**config.mk**
```make
export PLATFORM = sky130hd
export DESIGN_NAME = ex_muldiv
export DESIGN_NICKNAME = d
export VERILOG_FILES = /design/src/rtl/ex_muldiv.sv
export SDC_FILE = /design/constraint.sdc
export NUM_CORES = 1
export LEC_CHECK = 0
export ABC_CLOCK_PERIOD_IN_PS = 6500
export BUFFER_PORTS_ARGS = -buffer_cell sky130_fd_sc_hd__buf_4
export CORE_ASPECT_RATIO = 0.7
export CORE_MARGIN = 5
export CORE_UTILIZATION = 50
export CTS_CLUSTER_DIAMETER = 80
export DETAILED_ROUTE_END_ITERATION = 8
export HOLD_SLACK_MARGIN = 0.03
export PLACE_DENSITY = 0.78
export SYNTH_ARGS = -nofsm -noshare
export SYNTH_HDL_FRONTEND = slang
export SYNTH_SLANG_ARGS = --single-unit
```
**constraint.sdc**
```tcl
create_clock -name clk -period 6.5 [get_ports clk]
set_clock_uncertainty 0.2 [all_clocks]
set_input_delay 1.625 -clock clk [delete_from_list [all_inputs] [get_ports clk]]
set_output_delay 1.625 -clock clk [all_outputs]
set_load 0.01 [all_outputs]
```
**src/rtl/ex_muldiv.sv**
```systemverilog
// Iterative RV32M multiply/divide unit for the EX stage.
// Signed operations are handled as magnitudes, with a sign correction applied
// when the result is loaded. The multiply (shift-add) and the restoring divide
// share one 2*XLEN accumulator:
//   multiply: upper half = partial product, lower half = multiplier bits
//   divide:   upper half = partial remainder, lower half = dividend/quotient
module ex_muldiv #(
    parameter int XLEN = 32
) (
    input  logic            clk,
    input  logic            reset,
    input  logic            StartE,
    input  logic            FlushE,
    input  logic [2:0]      MulDivOpE,
    input  logic [XLEN-1:0] SrcAE,
    input  logic [XLEN-1:0] SrcBE,
    output logic            StallE,
    output logic            DoneE,
    output logic [XLEN-1:0] ResultE
);
    localparam int CW = $clog2(XLEN) + 1;
    localparam logic [XLEN-1:0] MIN_NEG = {1'b1, {(XLEN-1){1'b0}}};

    typedef enum logic [1:0] {IDLE, CALC, DONE} state_t;

    state_t          state_q, state_d;
    logic [CW-1:0]   cnt_q, cnt_d;
    logic [2:0]      op_q, op_d;
    logic [XLEN-1:0] bmag_q, bmag_d;
    logic [2*XLEN-1:0] acc_q, acc_d;
    logic            negq_q, negq_d;   // negate product / quotient
    logic            negr_q, negr_d;   // negate remainder (dividend sign)
    logic [XLEN-1:0] res_q, res_d;
    logic            done_q, done_d;

    // Operand decode for a new op: signedness, magnitudes, divide fast paths
    logic            is_div, sgn_a, sgn_b, a_neg, b_neg, div_zero, div_ovf;
    logic [XLEN-1:0] a_mag, b_mag, fast_res;

    always_comb begin
        is_div   = MulDivOpE[2];
        sgn_a    = (MulDivOpE == 3'b001) || (MulDivOpE == 3'b010) ||
                   (MulDivOpE == 3'b100) || (MulDivOpE == 3'b110);
        sgn_b    = (MulDivOpE == 3'b001) || (MulDivOpE == 3'b100) ||
                   (MulDivOpE == 3'b110);
        a_neg    = sgn_a && SrcAE[XLEN-1];
        b_neg    = sgn_b && SrcBE[XLEN-1];
        a_mag    = a_neg ? (~SrcAE + 1'b1) : SrcAE;
        b_mag    = b_neg ? (~SrcBE + 1'b1) : SrcBE;
        div_zero = is_div && (SrcBE == '0);
        div_ovf  = is_div && !MulDivOpE[0] && (SrcAE == MIN_NEG) && (SrcBE == '1);
        if (div_zero)
            fast_res = MulDivOpE[1] ? SrcAE : '1;
        else
            fast_res = MulDivOpE[1] ? '0 : MIN_NEG;
    end

    // One iteration of shift-add multiply or restoring divide, plus the
    // sign-corrected result taken from the final iteration
    logic [XLEN:0]     mul_sum, div_shl, div_trial;
    logic [2*XLEN-1:0] mul_nxt, div_nxt, iter, prod_s;
    logic [XLEN-1:0]   quo, rem, fin_res;

    always_comb begin
        mul_sum   = {1'b0, acc_q[2*XLEN-1:XLEN]} + (acc_q[0] ? {1'b0, bmag_q} : '0);
        mul_nxt   = {mul_sum, acc_q[XLEN-1:1]};
        div_shl   = {acc_q[2*XLEN-1:XLEN], acc_q[XLEN-1]};
        div_trial = div_shl - {1'b0, bmag_q};
        if (!div_trial[XLEN])
            div_nxt = {div_trial[XLEN-1:0], acc_q[XLEN-2:0], 1'b1};
        else
            div_nxt = {div_shl[XLEN-1:0], acc_q[XLEN-2:0], 1'b0};
        iter   = op_q[2] ? div_nxt : mul_nxt;
        prod_s = negq_q ? (~iter + 1'b1) : iter;
        quo    = iter[XLEN-1:0];
        rem    = iter[2*XLEN-1:XLEN];
        if (op_q[2])
            fin_res = op_q[1] ? (negr_q ? (~rem + 1'b1) : rem)
                              : (negq_q ? (~quo + 1'b1) : quo);
        else
            fin_res = (op_q[1:0] == 2'b00) ? prod_s[XLEN-1:0] : prod_s[2*XLEN-1:XLEN];
    end

    // Next-state and datapath control
    always_comb begin
        state_d = state_q;
        cnt_d   = cnt_q;
        op_d    = op_q;
        bmag_d  = bmag_q;
        acc_d   = acc_q;
        negq_d  = negq_q;
        negr_d  = negr_q;
        res_d   = res_q;
        done_d  = 1'b0;
        StallE  = 1'b0;
        if (FlushE) begin
            state_d = IDLE;
            cnt_d   = '0;
        end else begin
            case (state_q)
                IDLE: if (StartE) begin
                    StallE = 1'b1;
                    op_d   = MulDivOpE;
                    bmag_d = b_mag;
                    acc_d  = {{XLEN{1'b0}}, a_mag};
                    negq_d = a_neg ^ b_neg;
                    negr_d = a_neg;
                    cnt_d  = '0;
                    if (div_zero || div_ovf) begin
                        res_d   = fast_res;
                        done_d  = 1'b1;
                        state_d = DONE;
                    end else begin
                        state_d = CALC;
                    end
                end
                CALC: begin
                    StallE = 1'b1;
                    acc_d  = iter;
                    cnt_d  = cnt_q + 1'b1;
                    if (cnt_q == CW'(XLEN-1)) begin
                        res_d   = fin_res;
                        done_d  = 1'b1;
                        state_d = DONE;
                    end
                end
                DONE:    state_d = IDLE;
                default: state_d = IDLE;
            endcase
        end
        if (!reset) StallE = 1'b0;
    end

    // State and datapath registers
    always_ff @(posedge clk or negedge reset) begin
        if (!reset) begin
            state_q <= IDLE;
            cnt_q   <= '0;
            op_q    <= '0;
            bmag_q  <= '0;
            acc_q   <= '0;
            negq_q  <= 1'b0;
            negr_q  <= 1'b0;
            res_q   <= '0;
            done_q  <= 1'b0;
        end else begin
            state_q <= state_d;
            cnt_q   <= cnt_d;
            op_q    <= op_d;
            bmag_q  <= bmag_d;
            acc_q   <= acc_d;
            negq_q  <= negq_d;
            negr_q  <= negr_d;
            res_q   <= res_d;
            done_q  <= done_d;
        end
    end

    assign DoneE   = done_q;
    assign ResultE = res_q;
endmodule

```
==> impl_summary.log, run 1 <==
[metrics] Global Route Usage Sum: 0.3281
[metrics] gpl congestion: 0.9845
[metrics] post-layout power: 0.006017 W
[metrics] proportion of power drawn by combinational gates: 0.611
[metrics] die height: 158.6 µm
[metrics] clock tree root driver cell: clkbuf_16
[metrics] Final setup viols: 0
[metrics] portion of total power attributed to the clock network: 0.182
[metrics] number of buffers inserted by post-CTS setup repair: 0
[metrics] number of port buffers: 104
[metrics] Die Wd: 222.3 µm
[metrics] post_cts resized: 0
[metrics] DRC: 0
[metrics] iteration count of the initial detailed-routing pass: 6
[metrics] largest net degree at the start of global routing: 77
[metrics] worst r2r path cells: 18
[metrics] cell taking the most area after synthesis: dfrtp_1
[metrics] Longest Clk Path Bufs: 2
[metrics] kind of critical path: flip-flop to flip-flop
[metrics] dpl cell area: 16990 µm²
[metrics] leakage power figure: 7.546 nW
[metrics] hold-critical path endpoint: ResultE[19]
[metrics] HP Class: flip-flop to flip-flop
[metrics] aggregate negative setup slack: 0 ns
[metrics] # nets final: 2313
[metrics] Max Freq: 163.8 MHz
[metrics] Final Max Slew Viols: 0
[metrics] insertion delay of the later-clocked pin in the worst-skew pair: 0.46 ns
[metrics] fin area: 17620 µm²
[metrics] Detail Placement HPWL: 45460 µm
[metrics] RSZ-0062 raised after global routing: no
[metrics] Yosys Warn Count: 0
[metrics] global-route wire length before repair: 91830 µm
[metrics] nets in the synthesized netlist: 2267
[metrics] arrival time worst endpoint: 6.30 ns
[metrics] CP startpoint kind: flip-flop
[metrics] Internal Dissipation: 0.003028 W
[metrics] diode count: 0
[metrics] final hold violation count: 0
[metrics] synthesis-to-layout area growth: 11.68%
[metrics] minimum period implied by the final worst setup slack: 6.107 ns
[metrics] Switching Power: 0.002988 W
[metrics] DRT antenna net count: 0
[metrics] flop and latch count out of synthesis: 142
[metrics] clk slew on worst S/H paths: 0.06 ns
[metrics] required time of the critical path: 6.69 ns
[metrics] share of total power consumed by net switching: 0.4967
[metrics] CTS tree: yes
[metrics] fin crit share: 0.9395
[metrics] cell area after synthesis: 15770 µm²
[metrics] WHS Path Cells: 1
[metrics] area of the core: 31150 µm²
[metrics] flop-to-flop setup slack: 0.39 ns
[metrics] EDFF count, synth: 0
[metrics] prevailing post-synth register cell: dfrtp_1
[metrics] Netlist cell types: 97
[metrics] Num Clock Sinks: 142
[metrics] endpoint type of the worst setup path: flip-flop
[metrics] number of top-level pins: 105
[metrics] sequential share of the synthesized area: 0.2253
[metrics] number of H-tree levels: 4
[metrics] Pwr Density: 341.6 nW/µm²
[metrics] clock buffers created by TritonCTS: 17
[metrics] share of Yosys cell area claimed by the top area cell type: 0.2253
[metrics] maximum capacitance violations: 0
[metrics] vias per cell: 6.603
[metrics] Mapped Avg Cell Area: 7.426 µm²
[metrics] Seq pwr share: 0.207
[metrics] critical register-to-register path endpoint: ResultE[27]
[metrics] critical register-to-register path startpoint: acc_q[31]
[metrics] relative max-transition margin: 0.1295
[metrics] start point of the worst min-delay path: ResultE[19]
[metrics] total wire length after detailed routing: 59160 µm
[metrics] result of the run: finished clean
[metrics] overall via count from detail_route: 17190
[metrics] floorplan row count: 54
[metrics] remaining global-route overflow: 0
[metrics] antenna violations before repair: 0
[metrics] drt first-iter violations: 2105
[metrics] largest fanout on the critical path: 25
[metrics] share of post-route cells with drive strength above 1: 0.1109
[metrics] ranking of synthesized cells by area: dfrtp_1 23%, a21oi_1 6.4%, ha_1 5.6%
[metrics] number of instances in the synthesized netlist: 2124
[metrics] detailed-route wire length per cell: 22.73 µm
[metrics] fraction of synthesis flops using an asynchronous set or reset pin: 1.000
[metrics] Max VDD drop: 0.2449 mV
[metrics] Starting Density: 0.5064
[metrics] number of global-route vias before repair: 16070
[metrics] die area: 35260 µm²
[metrics] slew of the pin with the lowest slew margin: 1.306 ns
[metrics] count of hold buffers inserted by post-cts repair: 0
## worst max path at each step
stage,slack (ns),from,cells past startpoint,end
finish,0.39,acc_q[31],18,ResultE[27]
global route,0.12,acc_q[31],21,ResultE[16]
CTS,0.55,acc_q[31],21,ResultE[16]
detailed placement,0.23,SrcBE[10],16,ResultE[12]
global placement,0.39,SrcBE[10],16,ResultE[12]
floorplan,0.93,SrcBE[4],14,ResultE[9]
## worst max-delay path, cell delays in order (launching register included)
cell and delay, ns:
dfrtp_1 0.50, inv_1 0.16, ha_1 0.20, inv_1 0.06
fa_1 0.42, a211oi_1 0.33, o211a_1 0.31, nor4_4 0.09
o211a_2 0.35, a211o_1 0.41, buf_4 0.28, and3_1 0.23
a211o_1 0.30, or4_1 0.65, nand2b_1 0.32, o31ai_4 0.28
xnor2_1 0.12, a2111oi_0 0.61, or3_1 0.21
## final cells by class
cell class,instances,area [µm²]
fill,2951,13530
multi-input combinational,1783,11480
sequential,142,3558
timing repair buffer,152,1145
tap,420,525.5
clock buffer,21,460.4
inverter,74,277.8
clock inverter,11,163.9
## synth_stat cells (all sizes together), types with 29 or more instances
master and n:
nand2 233, nor2 208, a21oi 202, o21ai 176, dfrtp 142, clkbuf 104, xnor2 97, xor2 74
inv 72, ha 70, and2 50, nor3 50, mux2i 47, nand3 44, nand4 37, o31ai 35
a21o 34, a31oi 30, or3 29
## sequential cells by signal, indices dropped and copies added, names as in the netlist
signal / cells
negq_q: 1
cnt_q: 6
bmag_q: 32
state_q: 2
DoneE: 1
op_q: 3
acc_q: 64
negr_q: 1
ResultE: 32
## power groups by stage
stage	clock network (W)	logic [W]	registers, W
final	0.00109	0.00368	0.00125
after global routing	0.00113	0.00399	0.00126
after CTS	0.00109	0.00357	0.00124
after detailed placement	0	0.00355	0.00126
after global placement	0	0.00348	0.00125
after floorplan	0	0.00264	0.00116
## per-stage QoR
stage	cells	setup WS (ns)	hold slack (ns)	util
after floorplan	2124	0.9325	0.2637	-
after global placement	2571	0.3901	0.2639	0.5455
after detailed placement	2571	0.2332	0.2681	0.5455
after CTS	2603	0.5470	0.2819	0.5656
after global routing	2603	0.1180	0.3131	0.5656
final	2603	0.3932	0.2769	0.5656
## layout by cell type, fill, tap and decap left out, types with 13 or more instances in the layout
cell / netlist / final
nor3_1: 49 / 49
nor2b_1: 15 / 15
nor4_1: 15 / 15
o21ai_0: 164 / 164
mux2i_1: 47 / 47
a22o_1: 21 / 21
clkbuf_16: 0 / 17
nor2_1: 208 / 206
a211oi_1: 22 / 21
xnor2_1: 97 / 97
nand3_1: 44 / 44
and2_1: 49 / 49
and3_1: 22 / 22
inv_1: 72 / 72
nand2_1: 233 / 233
ha_1: 70 / 70
a31oi_1: 29 / 29
dfrtp_1: 142 / 140
o31ai_1: 32 / 32
buf_4: 0 / 151
o221ai_1: 16 / 16
or3_1: 26 / 26
xor2_1: 74 / 74
o22ai_1: 13 / 13
mux2_2: 15 / 15
a21oi_1: 201 / 201
o211ai_1: 27 / 27
a21o_1: 34 / 34
nand2b_1: 22 / 21
nand4_1: 36 / 36
a211o_1: 19 / 19
o21a_1: 16 / 16
## metal layers
layer	vias to the layer above	share of wire	GRT usage
li1	7884	-	-
met1	8205	0.45	0.4741
met2	991	0.41	0.4812
met3	106	0.12	0.09362
met4	2	0.022	0.08888
met5	-	0.00019	0
## logic make-up after synthesis
logic type | count (synthesis) | synth area share
compound gates | 699 | 0.2896
xor+xnor | 171 | 0.09495
fa+ha+maj | 72 | 0.05806
buf+inv | 199 | 0.04942
flops | 142 | 0.2253
mux | 62 | 0.04053
simple gates | 779 | 0.2422
Note: power is estimated with default switching activity, not from simulation.
==> run 2: changes to the inputs <==
--- a/config.mk
+++ b/config.mk
@@ -8,7 +8,7 @@
 export ABC_CLOCK_PERIOD_IN_PS = 6500
 export BUFFER_PORTS_ARGS = -buffer_cell sky130_fd_sc_hd__buf_4
 export CORE_ASPECT_RATIO = 0.7
-export CORE_MARGIN = 5
+export CORE_MARGIN = 2
 export CORE_UTILIZATION = 50
 export CTS_CLUSTER_DIAMETER = 80
 export DETAILED_ROUTE_END_ITERATION = 8
==> impl_summary.log, run 2 (synthesized netlist as in run 1, its figures left out) <==
[metrics] number of port buffers: 104 (unchanged)
[metrics] clock tree root driver cell: clkbuf_16 (unchanged)
[metrics] wire length on met3: 6741 µm (was 7136 µm)
[metrics] DRT antenna net count: 0 (unchanged)
[metrics] post_cts resized: 0 (unchanged)
[metrics] Die Wd: 216.3 µm (was 222.3 µm)
[metrics] portion of total power attributed to the clock network: 0.195 (was 0.182)
[metrics] share of post-route cells with drive strength above 1: 0.1113 (was 0.1109)
[metrics] fin crit share: 0.9464 (was 0.9395)
[metrics] Global Route Usage Sum: 0.3581 (was 0.3281)
[metrics] remaining global-route overflow: 0 (unchanged)
[metrics] overall via count from detail_route: 17150 (was 17190)
[metrics] die area: 33010 µm² (was 35260 µm²)
[metrics] delay of the slowest cell on the worst path: 0.81 ns (was 0.65 ns)
[metrics] total wire length after detailed routing: 59470 µm (was 59160 µm)
[metrics] floorplan row count: 54 (unchanged)
[metrics] total area of sequential cells: 3558 µm² (unchanged)
[metrics] Pwr Density: 346.8 nW/µm² (was 341.6 nW/µm²)
[metrics] number of cells in the finished layout apart from fillers: 2603 (unchanged)
[metrics] slew of the pin with the lowest slew margin: 1.035 ns (was 1.306 ns)
[metrics] number of global-route vias before repair: 16230 (was 16070)
[metrics] synthesis-to-layout area growth: 12.07% (was 11.68%)
[metrics] Starting Density: 0.5075 (was 0.5064)
[metrics] largest fanout on the critical path: 11 (was 25)
[metrics] Slowest cell on crit path: o22ai_1 (was or4_1)
[metrics] final hold violation count: 0 (unchanged)
[metrics] vias per cell: 6.590 (was 6.603)
[metrics] Seq pwr share: 0.206 (was 0.207)
[metrics] DRC: 0 (unchanged)
[metrics] kind of critical path: flip-flop to flip-flop (unchanged)
[metrics] met1 wire length: 26920 µm (was 26430 µm)
[metrics] number of H-tree levels: 4 (unchanged)
[metrics] share of total power consumed by net switching: 0.4922 (was 0.4967)
[metrics] register bank with the most flops: acc_q (unchanged)
[metrics] detailed-route wire length per cell: 22.85 µm (was 22.73 µm)
[metrics] RSZ-0062 raised after global routing: no (unchanged)
[metrics] Detail Placement HPWL: 45000 µm (was 45460 µm)
[metrics] CTS tree: yes (unchanged)
[metrics] Switching Power: 0.003017 W (was 0.002988 W)
[metrics] Final Max Slew Viols: 0 (unchanged)
[metrics] antenna violations before repair: 0 (unchanged)
[metrics] required time of the critical path: 6.68 ns (was 6.69 ns)
[metrics] relative max-transition margin: 0.2919 (was 0.1295)
[metrics] Longest Clk Path Bufs: 2 (unchanged)
[metrics] global-route wire length before repair: 92740 µm (was 91830 µm)
[metrics] most used cells in the layout excluding fill and tap cells: 233 x nand2_1, 207 x nor2_1, 201 x a21oi_1, 164 x o21ai_0, 151 x buf_4 (was 233 x nand2_1, 206 x nor2_1, 201 x a21oi_1, 164 x o21ai_0, 151 x buf_4)
[metrics] number of cells in the design after placement: 2571 (unchanged)
[metrics] number of buffers inserted by post-CTS setup repair: 0 (unchanged)
[metrics] Worst path top cell family by delay: simple AND/OR/NAND/NOR gates (was compound AO/OA/AOI/OAI gates)
[metrics] largest net degree at the start of global routing: 72 (was 77)
[metrics] count of buffering cells on the critical path with inverters included: 3 (unchanged)
[metrics] result of the run: finished clean (unchanged)
[metrics] area of the core: 31080 µm² (was 31150 µm²)
[metrics] iteration count of the initial detailed-routing pass: 6 (unchanged)
[metrics] drt first-iter violations: 2262 (was 2105)
[metrics] minimum period implied by the final worst setup slack: 6.151 ns (was 6.107 ns)
[metrics] CP startpoint kind: flip-flop (unchanged)
[metrics] Max VDD drop: 0.1630 mV (was 0.2449 mV)
[metrics] Num Clock Sinks: 142 (unchanged)
[metrics] HP Class: flip-flop to flip-flop (unchanged)
[metrics] maximum capacitance violations: 0 (unchanged)
[metrics] clock buffers created by TritonCTS: 17 (unchanged)
[metrics] endpoint type of the worst setup path: flip-flop (unchanged)
[metrics] count of hold buffers inserted by post-cts repair: 0 (unchanged)
[metrics] gpl congestion: 0.9912 (was 0.9845)
[metrics] die height: 152.6 µm (was 158.6 µm)
[metrics] diode count: 0 (unchanged)
[metrics] max reg flops: 64 (unchanged)
[metrics] cell with the most instances on the worst path: nor2_1
[metrics] commonest non-fill, non-tap cell in the layout: nand2_1 (unchanged)
[metrics] # nets final: 2313 (unchanged)
[metrics] insertion delay of the later-clocked pin in the worst-skew pair: 0.47 ns (was 0.46 ns)
[metrics] aggregate negative setup slack: 0 ns (unchanged)
[metrics] arrival time worst endpoint: 6.33 ns (was 6.30 ns)
[metrics] Max Freq: 162.6 MHz (was 163.8 MHz)
[metrics] clk slew on worst S/H paths: 0.07 ns (was 0.06 ns)
[metrics] ordered list of cells on the worst path: ha_1 > nand2_1 > nor2_1 > a211oi_1 > o22ai_1 > a2111oi_2 > buf_4 > or2_2 > inv_1 > ha_1 > nand2_1 > nor2_1 > nand3_1 > nor2_1 > buf_4 > a31oi_1 > xor2_1 > a221oi_1 > o21ai_0 > a31oi_1 (was inv_1 > ha_1 > inv_1 > fa_1 > a211oi_1 > o211a_1 > nor4_4 > o211a_2 > a211o_1 > buf_4 > and3_1 > a211o_1 > or4_1 > nand2b_1 > o31ai_4 > xnor2_1 > a2111oi_0 > or3_1)
[metrics] Internal Dissipation: 0.003113 W (was 0.003028 W)
[metrics] Final setup viols: 0 (unchanged)
[metrics] number of top-level pins: 105 (unchanged)
[metrics] leakage power figure: 7.565 nW (was 7.546 nW)
[metrics] count of filler cells inserted in the layout: 2980 (was 2951)
[metrics] highest signal layer in the routed design: met4 (was met5)
[metrics] length of routed met2 wiring: 24600 µm (was 24240 µm)
[metrics] proportion of power drawn by combinational gates: 0.599 (was 0.611)
[metrics] area used by multi-input combinational logic: 11480 µm² (about the same)
[run 2: cell types whose count changed in the layout (fill, tap and decap cells not counted), sizes merged]
cell and change:
bufinv +2, clkbuf -2, clkinv -2, clkinvlp +2
[run 2: cell type report]
type	count	area share
repair buffers	152	0.06476
inverters	74	0.01571
clock inverters	13	0.01338
clock buffers	19	0.02562
flip-flops and latches	142	0.2013
multi-input cells	1783	0.6495
well taps	420	0.02973
[run 2: per-layer routing]
metal	vias to the layer above	track usage
li1	7885	-
met1	8269	0.5325
met2	908	0.5197
met3	92	0.08184
met4	0	0.08937
met5	-	0
[run 2: final timing paths]
check                             from           to  slack, ns  depth (start not counted)
max in group asynchronous        reset       negq_q       3.20                          3
min reg2reg                ResultE[19]  ResultE[19]       0.29                          1
min in group asynchronous        reset  ResultE[10]       0.88                          1
min                        ResultE[19]  ResultE[19]       0.29                          1
max reg2reg                  acc_q[51]   ResultE[4]       0.35                         20
max                          acc_q[51]   ResultE[4]       0.35                         20
[run 2: stage by stage]
stage	worst slack [ns]	hold WS (ns)	power [W]	instance area, µm²	utilization
6_report	0.3485	0.2900	0.006130	17680	0.5688
4_1_cts	0.5755	0.2873	0.006016	17680	0.5688
3_5_place_dp	0.2033	0.2727	0.004814	16990	0.5466
2_1_floorplan	0.9325	0.2637	0.003808	15770	-
3_3_place_gp	0.3396	0.2658	0.004739	16990	0.5466
5_1_grt	0.1572	0.3175	0.006499	17680	0.5688
[run 2: power by group through the flow]
stage	sequential [W]	combinational (W)	clock (W)
2_1_floorplan	0.00116	0.00264	0
3_3_place_gp	0.00127	0.00347	0
3_5_place_dp	0.00127	0.00354	0
4_1_cts	0.00126	0.00357	0.00119
5_1_grt	0.00128	0.00399	0.00123
6_report	0.00126	0.00367	0.00120
==> run 3: changes to the inputs <==
--- a/config.mk
+++ b/config.mk
@@ -14,6 +14,7 @@
 export DETAILED_ROUTE_END_ITERATION = 8
 export HOLD_SLACK_MARGIN = 0.03
 export PLACE_DENSITY = 0.78
+export RECOVER_POWER = 50
 export SYNTH_ARGS = -nofsm -noshare
 export SYNTH_HDL_FRONTEND = slang
 export SYNTH_SLANG_ARGS = --single-unit
==> impl_summary.log, run 3 (synthesized netlist as in run 1, its figures left out) <==
[metrics] count of buffering cells on the critical path with inverters included: 3 (unchanged)
[metrics] overall via count from detail_route: 17200 (was 17150)
[metrics] floorplan row count: 54 (unchanged)
[metrics] # nets final: 2313 (unchanged)
[metrics] Final setup viols: 0 (unchanged)
[metrics] Detail Placement HPWL: 45000 µm (unchanged)
[metrics] number of global-route vias before repair: 16230 (unchanged)
[metrics] relative max-transition margin: -1.145 (was 0.2919)
[metrics] dpl cell area: 16990 µm² (unchanged)
[metrics] number of buffers inserted by post-CTS setup repair: 0 (unchanged)
[metrics] required time of the critical path: 6.68 ns (about the same)
[metrics] minimum period implied by the final worst setup slack: 6.221 ns (was 6.151 ns)
[metrics] final hold violation count: 0 (unchanged)
[metrics] final hold slack: 0.2864 ns (was 0.2900 ns)
[metrics] Worst path top cell family by delay: simple AND/OR/NAND/NOR gates (unchanged)
[metrics] fin crit share: 0.9571 (was 0.9464)
[metrics] Global Route Usage Sum: 0.3581 (unchanged)
[metrics] number of cells in the finished layout apart from fillers: 2603 (unchanged)
[metrics] register bank with the most flops: acc_q (unchanged)
[metrics] clock buffers created by TritonCTS: 17 (unchanged)
[metrics] die area: 33010 µm² (unchanged)
[metrics] fin area: 17520 µm² (was 17680 µm²)
[metrics] Longest Clk Path Bufs: 2 (unchanged)
[metrics] leakage power figure: 7.409 nW (was 7.565 nW)
[metrics] most used cells in the layout excluding fill and tap cells: 233 x nand2_1, 207 x nor2_1, 201 x a21oi_1, 164 x o21ai_0, 140 x dfrtp_1 (was 233 x nand2_1, 207 x nor2_1, 201 x a21oi_1, 164 x o21ai_0, 151 x buf_4)
[metrics] result of the run: complete, but fails checks (was finished clean)
[metrics] Num Clock Sinks: 142 (unchanged)
[metrics] Max Freq: 160.7 MHz (was 162.6 MHz)
[metrics] Final Max Slew Viols: 178 (was 0)
[metrics] cell with the most instances on the worst path: nor2_1 (unchanged)
[metrics] post_cts resized: 0 (unchanged)
[metrics] total wire length after detailed routing: 59600 µm (was 59470 µm)
[metrics] delay of the slowest cell on the worst path: 0.85 ns (was 0.81 ns)
[metrics] CP startpoint kind: flip-flop (unchanged)
[metrics] iteration count of the initial detailed-routing pass: 6 (unchanged)
[metrics] remaining global-route overflow: 0 (unchanged)
[metrics] number of H-tree levels: 4 (unchanged)
[metrics] drt first-iter violations: 2290 (was 2262)
[metrics] detailed-route wire length per cell: 22.90 µm (was 22.85 µm)
[metrics] aggregate negative setup slack: 0 ns (unchanged)
[metrics] max reg flops: 64 (unchanged)
[metrics] vias per cell: 6.606 (was 6.590)
[metrics] synthesis-to-layout area growth: 11.09% (was 12.07%)
[metrics] worst setup slack before clock tree synthesis: 0.2033 ns (unchanged)
[metrics] Max VDD drop: 0.1634 mV (was 0.1630 mV)
[metrics] CTS tree: yes (unchanged)
[metrics] maximum capacitance violations: 3 (was 0)
[metrics] minimum setup slack in the final design: 0.2791 ns (was 0.3485 ns)
[metrics] Die Wd: 216.3 µm (unchanged)
[metrics] share of post-route cells with drive strength above 1: 0.09345 (was 0.1113)
[metrics] kind of critical path: flip-flop to flip-flop (unchanged)
[metrics] insertion delay of the later-clocked pin in the worst-skew pair: 0.46 ns (was 0.47 ns)
[metrics] area of the core: 31080 µm² (unchanged)
[metrics] endpoint type of the worst setup path: flip-flop (unchanged)
[metrics] slew of the pin with the lowest slew margin: 3.218 ns (was 1.035 ns)
[metrics] largest net degree at the start of global routing: 72 (unchanged)
[metrics] clk slew on worst S/H paths: 0.07 ns (about the same)
[metrics] antenna violations before repair: 0 (unchanged)
[metrics] die height: 152.6 µm (unchanged)
[metrics] clock tree root driver cell: clkbuf_16 (unchanged)
[metrics] count of hold buffers inserted by post-cts repair: 0 (unchanged)
[metrics] DRT antenna net count: 0 (unchanged)
[metrics] commonest non-fill, non-tap cell in the layout: nand2_1 (unchanged)
[metrics] global-route wire length before repair: 92740 µm (unchanged)
[metrics] Pwr Density: 349.9 nW/µm² (was 346.8 nW/µm²)
[metrics] diode count: 0 (unchanged)
[metrics] violations in the final reports: capacitance limit, slew limit
[metrics] largest fanout on the critical path: 11 (unchanged)
[metrics] number of top-level pins: 105 (unchanged)
[metrics] Starting Density: 0.5075 (unchanged)
[metrics] ordered list of cells on the worst path: ha_1 > nand2_1 > nor2_1 > a211oi_1 > o22ai_1 > a2111oi_2 > buf_4 > or2_2 > inv_1 > ha_1 > nand2_1 > nor2_1 > nand3_1 > nor2_1 > buf_4 > a31oi_1 > xor2_1 > a221oi_1 > o21ai_0 > a31oi_1 (unchanged)
[metrics] arrival time worst endpoint: 6.40 ns (was 6.33 ns)
[metrics] RSZ-0062 raised after global routing: no (unchanged)
[metrics] gpl congestion: 0.9912 (unchanged)
[metrics] number of cells in the design after placement: 2571 (unchanged)
[metrics] DRC: 0 (unchanged)
[metrics] number of port buffers: 104 (unchanged)
[metrics] Slowest cell on crit path: o22ai_1 (unchanged)
[metrics] HP Class: flip-flop to flip-flop (unchanged)
## run 3: cell types whose count changed in the layout (fill, tap and decap cells not counted), sizes merged
cell,delta
buf,-40
clkbuf,+40
## run 3: power by group
group / leakage, nW / switching [W] / internal [W]
registers: 1.79 / 0.000231 / 0.00103
clock network: 0.322 / 0.000453 / 0.000742
logic: 5.30 / 0.00234 / 0.00134
total: 7.41 / 0.00302 / 0.00311
## run 3: layout make-up
| cell class | instances | area (µm²) |
|---|---|---|
| Inverter | 74 | 277.8 |
| Timing Repair Buffer | 152 | 996.0 |
| Multi-Input combinational cell | 1783 | 11480 |
| Clock inverter | 13 | 236.5 |
| Fill cell | 3023 | 13560 |
| Tap cell | 420 | 525.5 |
| Clock buffer | 19 | 452.9 |
| Sequential cell | 142 | 3558 |
## run 3: path summary, 6_finish.rpt
check	startpoint	end	slack (ns)	depth (start not counted)
min	ResultE[19]	ResultE[19]	0.29	1
min reg2reg	ResultE[19]	ResultE[19]	0.29	1
max in group asynchronous	reset	negq_q	0.86	3
min in group asynchronous	reset	ResultE[10]	1.79	1
max reg2reg	acc_q[51]	ResultE[4]	0.28	20
max	acc_q[51]	ResultE[4]	0.28	20
## run 3: layer usage
metal / GRT usage / up-vias / part of all wire
li1: - / 7871 / -
met4: 0.08937 / 0 / 0.021
met3: 0.08184 / 100 / 0.11
met2: 0.5197 / 939 / 0.41
met5: 0 / - / 0
met1: 0.5325 / 8286 / 0.45
## run 3: worst reg2reg max path, stage by stage (launching register included)
cell       delay (ns)
dfrtp_1          0.45
ha_1             0.42
nand2_1          0.18
nor2_1           0.40
a211oi_1         0.17
o22ai_1          0.85
a2111oi_2        0.15
buf_4            0.29
or2_2            0.39
inv_1            0.08
ha_1             0.22
nand2_1          0.15
nor2_1           0.45
nand3_1          0.35
nor2_1           0.18
buf_4            0.22
a31oi_1          0.12
xor2_1           0.18
a221oi_1         0.26
o21ai_0          0.19
a31oi_1          0.23
## run 3: stage by stage
step           power (W)  utilization
2_1_floorplan   0.003808            -
3_3_place_gp    0.004739       0.5466
3_5_place_dp    0.004814       0.5466
4_1_cts         0.006016       0.5688
5_1_grt         0.006497       0.5638
6_report        0.006131       0.5638
